**src/rtl/fifo_sync_param.sv**
```systemverilog
// fifo_sync_param: parametrised single-clock FIFO with count, thresholds, error pulses and optional FWFT read
module fifo_sync_param #(
    parameter int WIDTH     = 16,
    parameter int DEPTH     = 16,
    parameter int AF_THRESH = DEPTH - 2,
    parameter int AE_THRESH = 2,
    parameter int FWFT      = 0
) (
    input  logic                       clk,
    input  logic                       rst,
    input  logic                       w_en,
    input  logic                       r_en,
    input  logic [WIDTH-1:0]           datain,
    output logic [WIDTH-1:0]           dataout,
    output logic                       full,
    output logic                       empty,
    output logic                       almost_full,
    output logic                       almost_empty,
    output logic [$clog2(DEPTH+1)-1:0] count,
    output logic                       overflow,
    output logic                       underflow
);
    localparam int AW = $clog2(DEPTH);
    localparam int CW = $clog2(DEPTH + 1);

    logic [WIDTH-1:0] mem [DEPTH];
    logic [AW-1:0]    wptr, rptr;
    logic             wa, ra;

    // pointers wrap explicitly so non-power-of-two depths work
    function automatic logic [AW-1:0] nxt(input logic [AW-1:0] p);
        return p == AW'(DEPTH - 1) ? '0 : p + 1'b1;
    endfunction

    assign full         = count == CW'(DEPTH);
    assign empty        = count == '0;
    assign almost_full  = count >= CW'(AF_THRESH);
    assign almost_empty = count <= CW'(AE_THRESH);
    assign wa           = w_en && !full;
    assign ra           = r_en && !empty;

    // pointer, occupancy and error-pulse state
    always_ff @(posedge clk or posedge rst) begin
        if (rst) begin
            wptr      <= '0;
            rptr      <= '0;
            count     <= '0;
            overflow  <= 1'b0;
            underflow <= 1'b0;
        end else begin
            wptr      <= wa ? nxt(wptr) : wptr;
            rptr      <= ra ? nxt(rptr) : rptr;
            count     <= count + CW'(wa) - CW'(ra);
            overflow  <= w_en && full;
            underflow <= r_en && empty;
        end
    end

    // storage is deliberately left unreset
    always_ff @(posedge clk) begin
        if (wa) mem[wptr] <= datain;
    end

    if (FWFT != 0) begin : g_fwft
        assign dataout = empty ? '0 : mem[rptr];
    end else begin : g_std
        // registered read: word lands one cycle after the accepted read
        always_ff @(posedge clk or posedge rst) begin
            if (rst) dataout <= '0;
            else if (ra) dataout <= mem[rptr];
        end
    end
endmodule

```
**config.mk**
```make
export PLATFORM = sky130hd
export DESIGN_NAME = fifo_sync_param
export DESIGN_NICKNAME = d
export VERILOG_FILES = /design/src/rtl/fifo_sync_param.sv
export SDC_FILE = /design/constraint.sdc
export NUM_CORES = 1
export LEC_CHECK = 0
export ABC_CLOCK_PERIOD_IN_PS = 3800
export CORE_MARGIN = 2
export CORE_UTILIZATION = 49
export CTS_BUF_LIST = sky130_fd_sc_hd__clkbuf_4 sky130_fd_sc_hd__clkbuf_8
export DETAILED_ROUTE_END_ITERATION = 10
export PLACE_DENSITY = 0.75
export REMOVE_ABC_BUFFERS = 1
export SLEW_MARGIN = 20
export SYNTH_ARGS = -nofsm -noshare
export SYNTH_HDL_FRONTEND = slang
export SYNTH_SLANG_ARGS = --single-unit
```
**constraint.sdc**
```tcl
create_clock -name clk -period 3.8 [get_ports clk]
set_input_delay 0.76 -clock clk [delete_from_list [all_inputs] [get_ports clk]]
set_output_delay 0.76 -clock clk [all_outputs]
set_load 0.01 [all_outputs]
```
Word-level counts from Yosys, hierarchy flattened:

Memory sizes are Yosys's and may differ from the RTL's. A register that Yosys moved wholly into a read port is not among the register bits.
Index checks and enable logic that the tools add are counted.

* bits in registers: 15
* memory bits (writable): 256
* input port bits: 20
* output and inout port bits: 27
* logic and storage cells: 26
* memories kept: 1

Memories
* mem: words 16, width 16, rd ports 1, clocked after Yosys merged registers in 1, write ports 1, line 26 `logic [WIDTH-1:0] mem [DEPTH];`

* add/subtract/negate cells: 4
* magnitude comparators: 2
* equal/unequal tests: 3
* mux-type cells: 4
* reduce and logical (&&, ||, !) cells: 7

Operators by type and width (count)
* adder 4 x 1 -> 4 bit, second input constant: 2
* == test 4 bit, second input constant: 2
* 2-to-1 mux 4 bit: 2
* adder 5 x 1 -> 5 bit: 1
* == test 5 bit, second input constant: 1
* >= comparator 5 x 4 -> 1 bit, second input constant: 1
* <= comparator 5 x 2 -> 1 bit, second input constant: 1
* zero test 5 bit: 1
* subtractor 5 x 1 -> 5 bit: 1
* logical AND 1 bit: 4
* zero test 1 bit: 2
* 2-to-1 mux 1 bit: 2

Logic depth before layout (Yosys ltp):

Gate-level depths: netlist of run 1.

* depth in word-level cells: 5
* depth in mapped cells: 13
* gate-level depth less buffers: 12

Worst setup path before layout of run 1:

OpenSTA, ideal clock, no wires.

* path kind: reg2reg
* from: reg count[2]
* to: mem mem[3][0] (enable)
* library setup time: 0.430 ns
* data arrival time: 2.881 ns
* required time: 3.370 ns
* path slack: 0.489 ns
* cell stages (with the launch flop): 8
* buffers on the path: 1
* clock period less this slack: 3.311 ns
* cells stage by stage: dfrtp_1 -> inv_1 -> ha_1 -> and4bb_1 -> nor2b_1 -> buf_4 -> inv_2 -> nor4_1

* longest elaborated chain between the ends: 5

Ends and longest elaborated chain
* from (decl): line 19 `output logic [$clog2(DEPTH+1)-1:0] count,`
* from (signal assigned): line 53 `count <= count + CW'(wa) - CW'(ra);`
* == test 5 bit: line 35 `assign full = count == CW'(DEPTH);`
* via full: line 15 `output logic full,`
* zero test 1 bit: line 39 `assign wa = w_en && !full;`
* logical AND 1 bit: line 39
* 2-to-1 mux 1 bit: line 61 `if (wa) mem[wptr] <= datain;`
* 2-to-1 mux 1 bit (implied by the code): line 61
* to (decl): line 26

The timed path passes the listed nets, and every way through them passes these cells.

Worst setup path in the final report of run 1:

* from: reg count[2]
* to: out empty

* longest elaborated chain between the ends: 1

Ends and longest elaborated chain
* zero test 5 bit: line 36 `assign empty = count == '0;`
* to (decl): line 16 `output logic empty,`

No other way between the ends.

==> results of run 1 <==
-- final timing paths --
kind,start,to,slack (ns),depth (start not counted)
worst max-delay path,count[2]$_DFF_PP0_,empty,0.74,4
worst min-delay path,dataout[9]$_DFFE_PP0P_,dataout[9]$_DFFE_PP0P_,0.55,2
worst max register to register,count[2]$_DFF_PP0_,count[4]$_DFF_PP0_,0.94,13
worst min register to register,dataout[9]$_DFFE_PP0P_,dataout[9]$_DFFE_PP0P_,0.55,2
max in group asynchronous,rst,dataout[3]$_DFFE_PP0P_,2.30,3
min in group asynchronous,rst,dataout[8]$_DFFE_PP0P_,0.71,2
-- logic make-up after synthesis --
kind of cell / after synthesis / share of synthesized area (%)
fa+ha+maj: 17 / 1.92
simple gates: 76 / 3.56
mux: 114 / 11.9
buf+inv: 51 / 2.63
compound gates: 93 / 5.78
flops: 287 / 73.9
xor+xnor: 5 / 0.382
-- critical path, delay by kind of cell, from the launching register on --
kind / cells / cell delay, ns
buf+inv: 2 / 0.76
flops: 1 / 0.43
simple gates: 1 / 0.41
fa+ha+maj: 1 / 0.17
-- metrics by stage --
step	hold WS, ns	setup TNS, ns	worst slack [ns]	area [µm²]
CTS	0.557	0	0.675	13100
detailed placement	0.541	0	0.661	12300
global route	0.586	0	0.588	13100
floorplan	0.550	-4.28	-0.269	11200
global placement	0.532	0	0.684	12300
finish	0.548	0	0.738	13100
-- where the power goes --
part           switching, mW  internal, mW
Sequential             0.414          3.86
Combinational           1.36          1.23
Clock                   1.14          1.21
Total                   2.91          6.29
-- sequential cells by signal (all words and copies together) (netlist names) --
register   cells
mem          256
dataout       16
count          5
rptr           4
wptr           4
overflow       1
underflow      1
-- area by class of cell --
type | count | area share, %
clock buffer | 54 | 5.28
clock inverter | 27 | 0.953
inverter | 15 | 0.429
multi-input combinational | 305 | 20.8
sequential | 287 | 64.5
tap | 313 | 2.98
timing repair buffer | 73 | 5.05
-- cells in the final DEF, fill, tap and decap left out, types with 16 or more instances in the layout --
cell             count
ha_1                16
edfxtp_1           256
clkbuf_8            46
a221oi_1            16
mux2i_1             96
a31oi_1             17
buf_4               27
dfrtp_1             29
nor2_1              38
clkdlybuf4s50_1     46
o22ai_1             22
-- layer usage --
layer	global-route usage, %	share of wire, %
met4	7.47	3.3
met2	32.5	50
met3	3.50	5.0
met1	24.8	42
met5	0	0
==> results.md, run 1 <==
- Die height: 157 µm
- Critical path data arrival time: 2.30 ns
- Worst Skew: 0.0197 ns
- I/O pin total: 47
- Clk buf depth: 3
- Initial Utilization: 50.3%
- Die area: 24600 µm²
- Synth unique cells: 43
- Synth warn: 0
- Count of final hold-check violations: 0
- Crit end category: output pin
- Postcts setup bufs: 0
- FF+latch area: 8470 µm²
- DR DRC count: 0
- Final setup fails: 0
- CP max stage cell: clkdlybuf4s50_1
- Synthesized area per cell: 17.8 µm²
- Gr usage total: 19.2%
- RSZ-0062 raised after global routing: false
- Post-CTS resize count: 0
- ANT cells: 0
- Dpl hpwl: 14000 µm
- Avg WL per Cell: 21.3 µm
- CP Launch Type: flip-flop
- First-pass GRT wire length: 35100 µm
- Cell accounting for the most synthesized area: edfxtp_1
- CTS tree: built
- Area growth syn-to-layout: 14.5%
- Most frequent cells after synthesis: 256 x edfxtp_1, 96 x mux2i_1, 38 x nor2_1
- Synthesized area: 11500 µm²
- Async SR Flop Fraction: 10.8%
- Critical Path RT: 3.04 ns
- Worst Tran Pin Value: 1.01 ns
- Tmin final: 3.06 ns
- Crit path max fanout: 5
- Max-slew headroom: 32.8%
- MaxCap Viol Count: 0
- Kind of critical path: flip-flop to output pin
- Outcome: finished clean
- Lkg Pwr: 4.62 nW
- Antenna violations before repair: 0
- Peak supply drop: 0.000307 V
- Clk sinks: 287
- IO Port Bufs: 46
- Post-Syn Instances: 643
- Clock Tree Root: clkbuf_8
- Post-route ant nets: 0
- Number of global-route vias before repair: 6125
- Largest cells by area after synthesis: edfxtp_1 67%, mux2i_1 8.4%, dfrtp_1 6.8%, mux4_2 2.4%, ha_1 1.7%
- Gr ovfl total: 0
- Area of the multi-input gates: 2730 µm²
- Fraction of layout cells with a size suffix above 1: 17.0%
- Worst-skew pair later-pin latency: 0.55 ns
- Max incr delay on CP: 0.63 ns
- Fin crit share: 80.6%
- Final Wtd Congestion: 0.806
- DR pass1 iterations: 5
- Die W: 157 µm
- Hold-fix buffers, CTS: 0
- Worst-path clk slew: 0.06 ns
- Total Wirelength: 22900 µm
- Hold Path Class: flip-flop to flip-flop
- Pin count of the biggest net entering global routing: 65
- Via count: 5988
- Routed vias/inst: 5.58
- Post-synthesis register bit count: 287
- Core area: 22800 µm²
- H-tree Lvls: 2
- Filler Cell Count: 1679
- Slew Limit Fails: 0
- Post-layout power: 9.21 mW
- Post-synth EDFFs: 256
- Sequential share of the synthesized area: 73.9%
- Nets: 763
- Synth top area share: 67.1%
- Count leader, synth: edfxtp_1
- Fin util: 57.6%
- Final non-filler cell total: 1074
- TritonCTS buffer count: 44
- Placed cell count: 993
- Main flop type after synthesis: edfxtp_1
- Row Count: 55
- Initial drt markers: 558
- Pwr Density: 702 nW/µm²
- Critical Path, Cell by Cell: inv_1 > ha_1 > nor4b_2 > clkdlybuf4s50_1
- Achievable Freq: 327 MHz
Note: power is estimated with default switching activity, not from simulation.
==> run 2: changes to the inputs <==
- ABC_CLOCK_PERIOD_IN_PS: 3800 -> 3060
- clock period: 3.8 -> 3.06 ns (I/O delays scaled with it)
==> run 2 against run 1 <==
  * Critical path depth stayed put
  * First-iteration DRC count is 5.9% lower
  * Utilization is 0.91 points higher
  * Power is 30% higher
  * Critical path type unchanged
  * Largest cell class unchanged
  * Largest power group unchanged
==> results.md, run 2 (synthesized netlist as in run 1, its figures left out) <==
- RSZ-0062 raised after global routing: false (unchanged)
- Final non-filler cell total: 1083 (was 1074)
- Initial Utilization: 50.3% (unchanged)
- Tmin final: 2.83 ns
- Hold-fix buffers, CTS: 0 (unchanged)
- Crit end category: output pin (unchanged)
- Antenna violations before repair: 0 (unchanged)
- Filler Cell Count: 1668 (was 1679)
- First-pass GRT wire length: 35700 µm (was 35100 µm)
- Reg-to-reg slack, setup: 0.36 ns (was 0.94 ns)
- R2R Path End: count[4]$_DFF_PP0_ (unchanged)
- Fraction of layout cells with a size suffix above 1: 18.4% (was 17.0%)
- H-tree Lvls: 2 (unchanged)
- Commonest non-fill, non-tap cell in the layout: edfxtp_1 (unchanged)
- Largest register FFs: 256 (unchanged)
- Nets: 771 (was 763)
- Design Area, Final: 13300 µm² (was 13100 µm²)
- Outcome: finished clean (unchanged)
- Slew Limit Fails: 0 (unchanged)
- Min Hold Slack: 0.484 ns (was 0.548 ns)
- Final Wtd Congestion: 0.855 (was 0.806)
- Dpl hpwl: 14300 µm (was 14000 µm)
- Worst Tran Pin Value: 0.873 ns (was 1.01 ns)
- Die W: 157 µm (unchanged)
- Avg WL per Cell: 21.6 µm (was 21.3 µm)
- Die height: 157 µm (unchanged)
- Lkg Pwr: 4.73 nW (was 4.62 nW)
- Final setup fails: 0 (unchanged)
- Count of final hold-check violations: 0 (unchanged)
- Die area: 24600 µm² (unchanged)
- Pwr Density: 896 nW/µm² (was 702 nW/µm²)
- Clk sinks: 287 (unchanged)
- Hold Path Class: input pin to asynchronous set/reset pin (was flip-flop to flip-flop)
- Number of global-route vias before repair: 6287 (was 6125)
- Total Wirelength: 23400 µm (was 22900 µm)
- MaxCap Viol Count: 0 (unchanged)
- Critical path data arrival time: 2.22 ns (was 2.30 ns)
- Clk buf depth: 3 (unchanged)
- Kind of critical path: flip-flop to output pin (unchanged)
- CTS tree: built (unchanged)
- Placed cell area: 12400 µm² (was 12300 µm²)
- Worst-path clk slew: 0.07 ns (was 0.06 ns)
- Routed vias/inst: 5.58 (about the same)
- Area growth syn-to-layout: 16.3% (was 14.5%)
- I/O pin total: 47 (unchanged)
- Worst-skew pair later-pin latency: 0.54 ns (was 0.55 ns)
- Largest registers: mem: 256 flops, dataout: 16 flops, count: 5 flops (unchanged)
- Gr ovfl total: 0 (unchanged)
- Core area: 22800 µm² (unchanged)
- Pin count of the biggest net entering global routing: 38 (was 65)
- IO Port Bufs: 46 (unchanged)
- Max-slew headroom: 41.8% (was 32.8%)
- Crit Reg-Reg Startpoint: count[2]$_DFF_PP0_ (unchanged)
- Crit path max fanout: 5 (unchanged)
- Peak supply drop: 0.000366 V (was 0.000307 V)
- FF+latch area: 8470 µm² (unchanged)
- Post-route ant nets: 0 (unchanged)
- Achievable Freq: 353 MHz
- ANT cells: 0 (unchanged)
- Placed cell count: 1000 (was 993)
- Initial drt markers: 525 (was 558)
- Area of the multi-input gates: 2730 µm² (about the same)
- Most frequent cells in the layout: 256 x edfxtp_1, 96 x mux2i_1, 50 x clkbuf_8, 46 x clkdlybuf4s50_1, 38 x nor2_1 (was 256 x edfxtp_1, 96 x mux2i_1, 46 x clkbuf_8, 46 x clkdlybuf4s50_1, 38 x nor2_1)
- DR DRC count: 0 (unchanged)
- Clock Tree Root: clkbuf_8 (unchanged)
- Most flops, register: mem (unchanged)
- TritonCTS buffer count: 45 (was 44)
- Reg2Reg Depth: 12 (was 13)
- Fin crit share: 92.6%
- Via count: 6045 (was 5988)
- CP Launch Type: flip-flop (unchanged)
- Critical Path RT: 2.45 ns (was 3.04 ns)
- DR pass1 iterations: 5 (unchanged)
- Worst Skew: 0.0155 ns (was 0.0197 ns)
- Gr usage total: 19.8% (was 19.2%)
- Row Count: 55 (unchanged)
[run 2: cell type report]
| type | instances | area share, % |
|---|---|---|
| multi-input cells | 305 | 20.5 |
| repair buffers | 80 | 5.37 |
| inverters | 15 | 0.422 |
| flip-flops and latches | 287 | 63.5 |
| clock inverters | 15 | 1.05 |
| clock buffers | 68 | 6.18 |
| well taps | 313 | 2.94 |
[run 2: worst max-delay path: stages (launching register included)]
cell and delay [ns]:
dfrtp_1 0.44, inv_1 0.13, ha_1 0.18, nor4b_4 0.31
clkdlybuf4s50_1 0.61
[run 2: metal layers]
layer  track usage [%]  wire, µm
met2              34.2     12000
met5                 0         0
met1              24.7      9260
met3              3.25      1450
met4              8.65       746
[run 2: per-stage QoR]
stage	TNS, ns	utilization, %	power (mW)	worst slack (ns)
floorplan	-46.23	-	7.43	-1.01
global placement	0	54.2	8.49	0.318
detailed placement	0	54.2	8.65	0.274
CTS	0	58.5	12.0	0.0508
global route	0	58.5	12.5	0.100
finish	0	58.5	11.9	0.227
[run 2: worst max path at each step]
stage                             start  cells after the start                      to  slack [ns]
CTS                  count[2]$_DFF_PP0_                      4                   empty        0.05
global placement                   w_en                     10      count[4]$_DFF_PP0_        0.32
global route         count[2]$_DFF_PP0_                      4                   empty        0.10
finish               count[2]$_DFF_PP0_                      4                   empty        0.23
detailed placement                 w_en                     10      count[4]$_DFF_PP0_        0.27
floorplan           rptr[1]$_DFFE_PP0P_                      4  dataout[0]$_DFFE_PP0P_       -1.01
[run 2: timing repair]
action | in CTS | in global routing
gates resized for setup | 0 | 1
setup buffers | 0 | 0
endpoints found under the setup margin | 0 | 1
[run 2: power by group]
| group | internal [mW] | switching, mW | total (mW) |
|---|---|---|---|
| clock network | 1.97 | 1.39 | 3.36 |
| logic | 1.54 | 1.77 | 3.31 |
| registers | 4.79 | 0.473 | 5.26 |
==> run 3: changes to the inputs <==
- SETUP_SLACK_MARGIN: not set -> 0.2
==> run 3 against run 2 <==
  * Global-route usage unchanged
  * Via count about the same
  * Setup slack better by 0.12 ns
  * Flip-flop and latch count unchanged
  * Clock skew down 0.0011 ns
  * First-iteration DRC count unchanged
  * Critical endpoint is now full
  * Largest cell class unchanged
  * Highest routed layer unchanged
==> results.md, run 3 (synthesized netlist as in run 1, its figures left out) <==
- Clock Tree Root: clkbuf_8 (unchanged)
- Sequential share of power: 44.1% (about the same)
- MaxCap Viol Count: 0 (unchanged)
- Kind of critical path: flip-flop to output pin (unchanged)
- Area growth syn-to-layout: 16.3% (about the same)
- First-pass GRT wire length: 35700 µm (unchanged)
- Number of global-route vias before repair: 6283 (was 6287)
- Max-slew headroom: 41.9% (was 41.8%)
- Crit path max fanout: 5 (unchanged)
- Initial Utilization: 50.3% (unchanged)
- Hold-fix buffers, CTS: 0 (unchanged)
- Min Hold Slack: 0.485 ns (was 0.484 ns)
- RSZ-0062 raised after global routing: true (was false)
- Max layer used: met4 (unchanged)
- Lkg Pwr: 4.73 nW (about the same)
- CP max stage cell: clkdlybuf4s50_1 (unchanged)
- Most flops, register: mem (unchanged)
- H-tree Lvls: 2 (unchanged)
- Net Sw Power: 3.64 mW (about the same)
- Peak supply drop: 0.000366 V (about the same)
- IO Port Bufs: 46 (unchanged)
- Avg WL per Cell: 21.7 µm (was 21.6 µm)
- CP Launch Type: flip-flop (unchanged)
- Final Wtd Congestion: 0.855 (unchanged)
- Buf+Inv Stages, Crit Path: 2 (unchanged)
- Total Wirelength: 23400 µm (about the same)
- DR DRC count: 0 (unchanged)
- Worst-path clk slew: 0.07 ns (about the same)
- Outcome: finished clean (unchanged)
- I/O pin total: 47 (unchanged)
- Cell family contributing the most delay on the critical path: buffers and inverters (unchanged)
- Post-route ant nets: 0 (unchanged)
- Final setup fails: 0 (unchanged)
- Postcts setup bufs: 0 (unchanged)
- Setup TNS: 0 ns (unchanged)
- WL met2: 12000 µm (about the same)
- Slew Limit Fails: 0 (unchanged)
- CTS tree: built (unchanged)
- Initial drt markers: 525 (unchanged)
- Pin count of the biggest net entering global routing: 38 (unchanged)
- Clk buf depth: 3 (unchanged)
- Core area: 22800 µm² (unchanged)
- Clk sinks: 287 (unchanged)
- Worst Skew: 0.0143 ns (was 0.0155 ns)
- Post-CTS resize count: 2 (was 0)
- Antenna violations before repair: 0 (unchanged)
- Die height: 157 µm (unchanged)
- Gr ovfl total: 0 (unchanged)
- Worst-skew pair later-pin latency: 0.54 ns (about the same)
- Critical path data arrival time: 2.10 ns (was 2.22 ns)
- WL met1: 9320 µm (was 9260 µm)
- Pwr Density: 895 nW/µm² (was 896 nW/µm²)
- Clock network fraction of design power: 28.2% (about the same)
- Switching share of power: 30.5% (about the same)
- Dpl hpwl: 14300 µm (unchanged)
- Fraction of layout cells with a size suffix above 1: 18.6% (was 18.4%)
- DR pass1 iterations: 5 (unchanged)
- Commonest non-fill, non-tap cell in the layout: edfxtp_1 (unchanged)
- Count of final hold-check violations: 0 (unchanged)
- Largest register FFs: 256 (unchanged)
- Via count: 6050 (was 6045)
- Most frequent cells in the layout: 256 x edfxtp_1, 96 x mux2i_1, 50 x clkbuf_8, 45 x clkdlybuf4s50_1, 38 x nor2_1 (was 256 x edfxtp_1, 96 x mux2i_1, 50 x clkbuf_8, 46 x clkdlybuf4s50_1, 38 x nor2_1)
- Metal3 WL: 1430 µm (was 1450 µm)
- Gr usage total: 19.8% (unchanged)
- Worst Tran Pin Value: 0.872 ns (was 0.873 ns)
- Fin crit share: 88.6% (was 92.6%)
- Hold Path Class: input pin to asynchronous set/reset pin (unchanged)
- TritonCTS buffer count: 45 (unchanged)
- Critical Path, Cell by Cell: inv_1 > ha_1 > and4bb_1 > clkdlybuf4s50_1 (was inv_1 > ha_1 > nor4b_4 > clkdlybuf4s50_1)
- Logic pwr share: 27.7% (was 27.8%)
- Crit end category: output pin (unchanged)
- Routed vias/inst: 5.59 (was 5.58)
- Max incr delay on CP: 0.55 ns (was 0.61 ns)
- ANT cells: 0 (unchanged)
- Die area: 24600 µm² (unchanged)
- Nets: 771 (unchanged)
- Achievable Freq: 369 MHz (was 353 MHz)
- Pint: 8.30 mW (about the same)
- Row Count: 55 (unchanged)
- Tmin final: 2.71 ns (was 2.83 ns)
- Largest registers: mem: 256 flops, dataout: 16 flops, count: 5 flops (unchanged)
- Critical Path RT: 2.45 ns (about the same)
- Die W: 157 µm (unchanged)
-- run 3: changes by cell type in the layout (fill, tap and decap cells not counted), sizes merged --
| cell | change |
|---|---|
| dlygate4sd2 | +1 |
| clkdlybuf4s50 | -1 |
-- run 3: area by class of cell --
type	instances	area, µm²
fillers	1666	9450
flip-flops and latches	287	8470
multi-input cells	305	2740
clock buffers	68	823
repair buffers	80	714
well taps	313	392
clock inverters	15	140
inverters	15	56.3
-- run 3: tightest hold or removal path, delay by kind of cell --
kind | cells | cell delay, ns
buffers and inverters | 3 | 0.85
-- run 3: layer usage --
layer | track usage [%] | vias up
met4 | 8.65 | 0
met3 | 3.25 | 47
met1 | 24.7 | 3056
met5 | 0 | -
li1 | - | 2730
met2 | 34.2 | 217
-- run 3: power groups by stage --
stage	Combinational, mW	Clock, mW	Sequential (mW)
floorplan	1.94	0	5.49
global placement	3.20	0	5.29
detailed placement	3.32	0	5.33
CTS	3.33	3.45	5.26
global route	3.57	3.62	5.32
finish	3.31	3.36	5.26
-- run 3: worst paths after layout --
path / start / endpoint / slack (ns) / cells past startpoint
worst min-delay path: rst / dataout[10]$_DFFE_PP0P_ / 0.48 / 3
worst max register to register: count[2]$_DFF_PP0_ / count[4]$_DFF_PP0_ / 0.35 / 12
worst min register to register: dataout[5]$_DFFE_PP0P_ / dataout[5]$_DFFE_PP0P_ / 0.55 / 2
worst max-delay path: count[2]$_DFF_PP0_ / full / 0.35 / 4
max in group asynchronous: rst / rptr[1]$_DFFE_PP0P_ / 2.20 / 3
min in group clk: dataout[5]$_DFFE_PP0P_ / dataout[5]$_DFFE_PP0P_ / 0.55 / 2
-- run 3: through the flow --
stage,area (µm²),power (mW),util [%],cells,setup slack [ns]
global placement,12400,8.49,54.2,1000,0.318
finish,13300,11.9,58.5,1083,0.347
detailed placement,12400,8.65,54.2,1000,0.274
global route,13300,12.5,58.5,1083,0.204
CTS,13300,12.0,58.5,1083,0.283
floorplan,11200,7.43,-,607,-1.01
==> RTL change: new RTL, flow settings as in run 2 <==
Put one more register stage on the output `underflow`, cleared by the reset. The value now appears one clock later. The other outputs are not delayed to match.
--- a/src/rtl/fifo_sync_param.sv
+++ b/src/rtl/fifo_sync_param.sv
@@ -23,6 +23,8 @@
     localparam int AW = $clog2(DEPTH);
     localparam int CW = $clog2(DEPTH + 1);
 
+    logic underflow_s0;
+
     logic [WIDTH-1:0] mem [DEPTH];
     logic [AW-1:0]    wptr, rptr;
     logic             wa, ra;
@@ -46,13 +48,13 @@
             rptr      <= '0;
             count     <= '0;
             overflow  <= 1'b0;
-            underflow <= 1'b0;
+            underflow_s0 <= 1'b0;
         end else begin
             wptr      <= wa ? nxt(wptr) : wptr;
             rptr      <= ra ? nxt(rptr) : rptr;
             count     <= count + CW'(wa) - CW'(ra);
             overflow  <= w_en && full;
-            underflow <= r_en && empty;
+            underflow_s0 <= r_en && empty;
         end
     end
 
@@ -70,5 +72,13 @@
             else if (ra) dataout <= mem[rptr];
         end
     end
+    always_ff @(posedge clk or posedge rst) begin
+        if (rst) begin
+            underflow <= '0;
+        end else begin
+            underflow <= underflow_s0;
+        end
+    end
+
 endmodule
 
Check against the original RTL: not equivalent (a bounded check fails within 4 cycles, from zero or initial values and one cycle with rst high).
==> RTL change against run 2 <==
Die area fell by 0.71%; synthesized area is 0.73% lower; total power fell by 3.0%; largest power group unchanged; setup slack got worse by 0.059 ns; sequential cell count up 1; final area down 1.4%; wire length increased by 0.91%; first-iteration DRC count is 5.7% higher; sequential share of layout area rose by 1.1 points.
==> RTL change: results (changes against run 2) <==
- CP max stage delay: 0.63 ns (+0.02 ns)
- Sw frac: 31.1% (+0.60 points)
- Mapped Avg Cell Area: 17.7 sq um (-0.58%)
- Nets@finish: 770 (-0.13%)
- Worst path arrival time: 2.28 ns (+0.06 ns)
- GP Congestion: 0.959 (+12%)
- Ys async rst share: 11.1% (+0.31 points)
- Ratio of cells with drive above 1 in the final layout: 17.9% (-0.56 points)
- Routed vias/inst: 5.78 (+3.6%)
- Avg WL per Cell: 22.5 microns (+4.0%)
- Overall routing resource usage: 20.1% (+0.32 points)
- DP Worst Slack: 0.283 ns (+0.00896 ns)
- Clock power frac: 26.1% (-2.1 points)
- Status: completed
- Post-synthesis cell type count: 37 (-14%)
- Non-CTS buffers: 82 (+2.5%)
- Clock network area share: 6.45% (-0.78 points)
- Via count of the first global-routing pass: 6456 (+2.7%)
- DP Cell Count: 973 (-2.7%)
- Area grow syn2layout: 15.6%
- Synth top cells by count: 256 x edfxtp_1, 96 x mux2i_1, 38 x nor2_1, 32 x dfrtp_1, 31 x o22ai_1
- Register area share after synthesis: 74.6% (+0.76 points)
- Seq/total area: 64.6% (+1.1 points)
- Multi-In Gates: 303 (-0.66%)
- Placed Area: 12300 sq um (-0.48%)
- Clk_skew: 0.0183 ns (+0.00282 ns)
- Mux share of post-synthesis cell area: 11.8% (-0.045 points)
- Yosys warning count: 0 (unchanged)
- Clock sink count: 288 (+0.35%)
- Pleak: 4.64 nW (-1.7%)
- Seq pwr: 5.24 mW (about the same)
- Worst-Margin Slew: 0.923 ns (+0.0494 ns)
- Signal buf overhead: 5.75% (+0.38 points)
- Die ar.: 24400 sq um (-0.71%)
- Power Internal: 7.98 mW (-3.8%)
- Most flop-heavy register: mem
- Fillers: 1668 (unchanged)
- Post-synthesis compound-gate area fraction: 5.32% (-0.45 points)
- Final HPWL DP: 14800 microns (+3.4%)
- Num CTS Buffers: 43 (-4.4%)
- Non-filler cells, final: 1051 (-3.0%)
- First-pass GRT wire length: 36700 microns (+2.6%)
- XOR/XNOR Fraction of Synth Area: 0.385% (+0.0028 points)
- Synth area leaders: edfxtp_1 68%, mux2i_1 8.4%, dfrtp_1 7.0%
- Worst vdd ir: 0.000380 V (+4.0%)
- Post-Synth Adder-Cell Area: 1.94% (+0.014 points)
- Initial DRC count: 555 (+5.7%)
- Worst min path class: register to register
- Fraction of area in multi-input gates: 20.1% (-0.45 points)
RTL change: changes by cell type in the layout (fill, tap and decap cells not counted), sizes merged, moves of 2 or more:
cell    change
nor2b       +2
buf         +2
bufinv      -3
clkbuf      -3
RTL change: logic make-up (layout without fill, tap and decap cells):
group	after synthesis	after routing
compound gates	92	92
xor+xnor	5	5
fa+ha+maj	17	17
buf+inv	51	175
flops	288	288
mux	114	114
simple gates	75	75
RTL change: metal layers:
layer | routed length, microns | vias to the layer above | GRT usage [%]
met3 | 1540 | 35 | 3.99
met5 | 0 | - | 0
met2 | 12300 | 250 | 35.3
li1 | - | 2724 | -
met4 | 458 | 0 | 7.16
met1 | 9310 | 3068 | 24.9
RTL change: final timing paths:
kind	start	endpoint	slack, ns	cells after the start
max	count[2]	empty	0.17	4
min	underflow_s0	underflow	0.35	0
max reg2reg	count[2]	count[4]	0.40	12
min reg2reg	underflow_s0	underflow	0.35	0
max in group asynchronous	rst	dataout[10]	1.86	3
min in group asynchronous	rst	dataout[12]	0.49	2
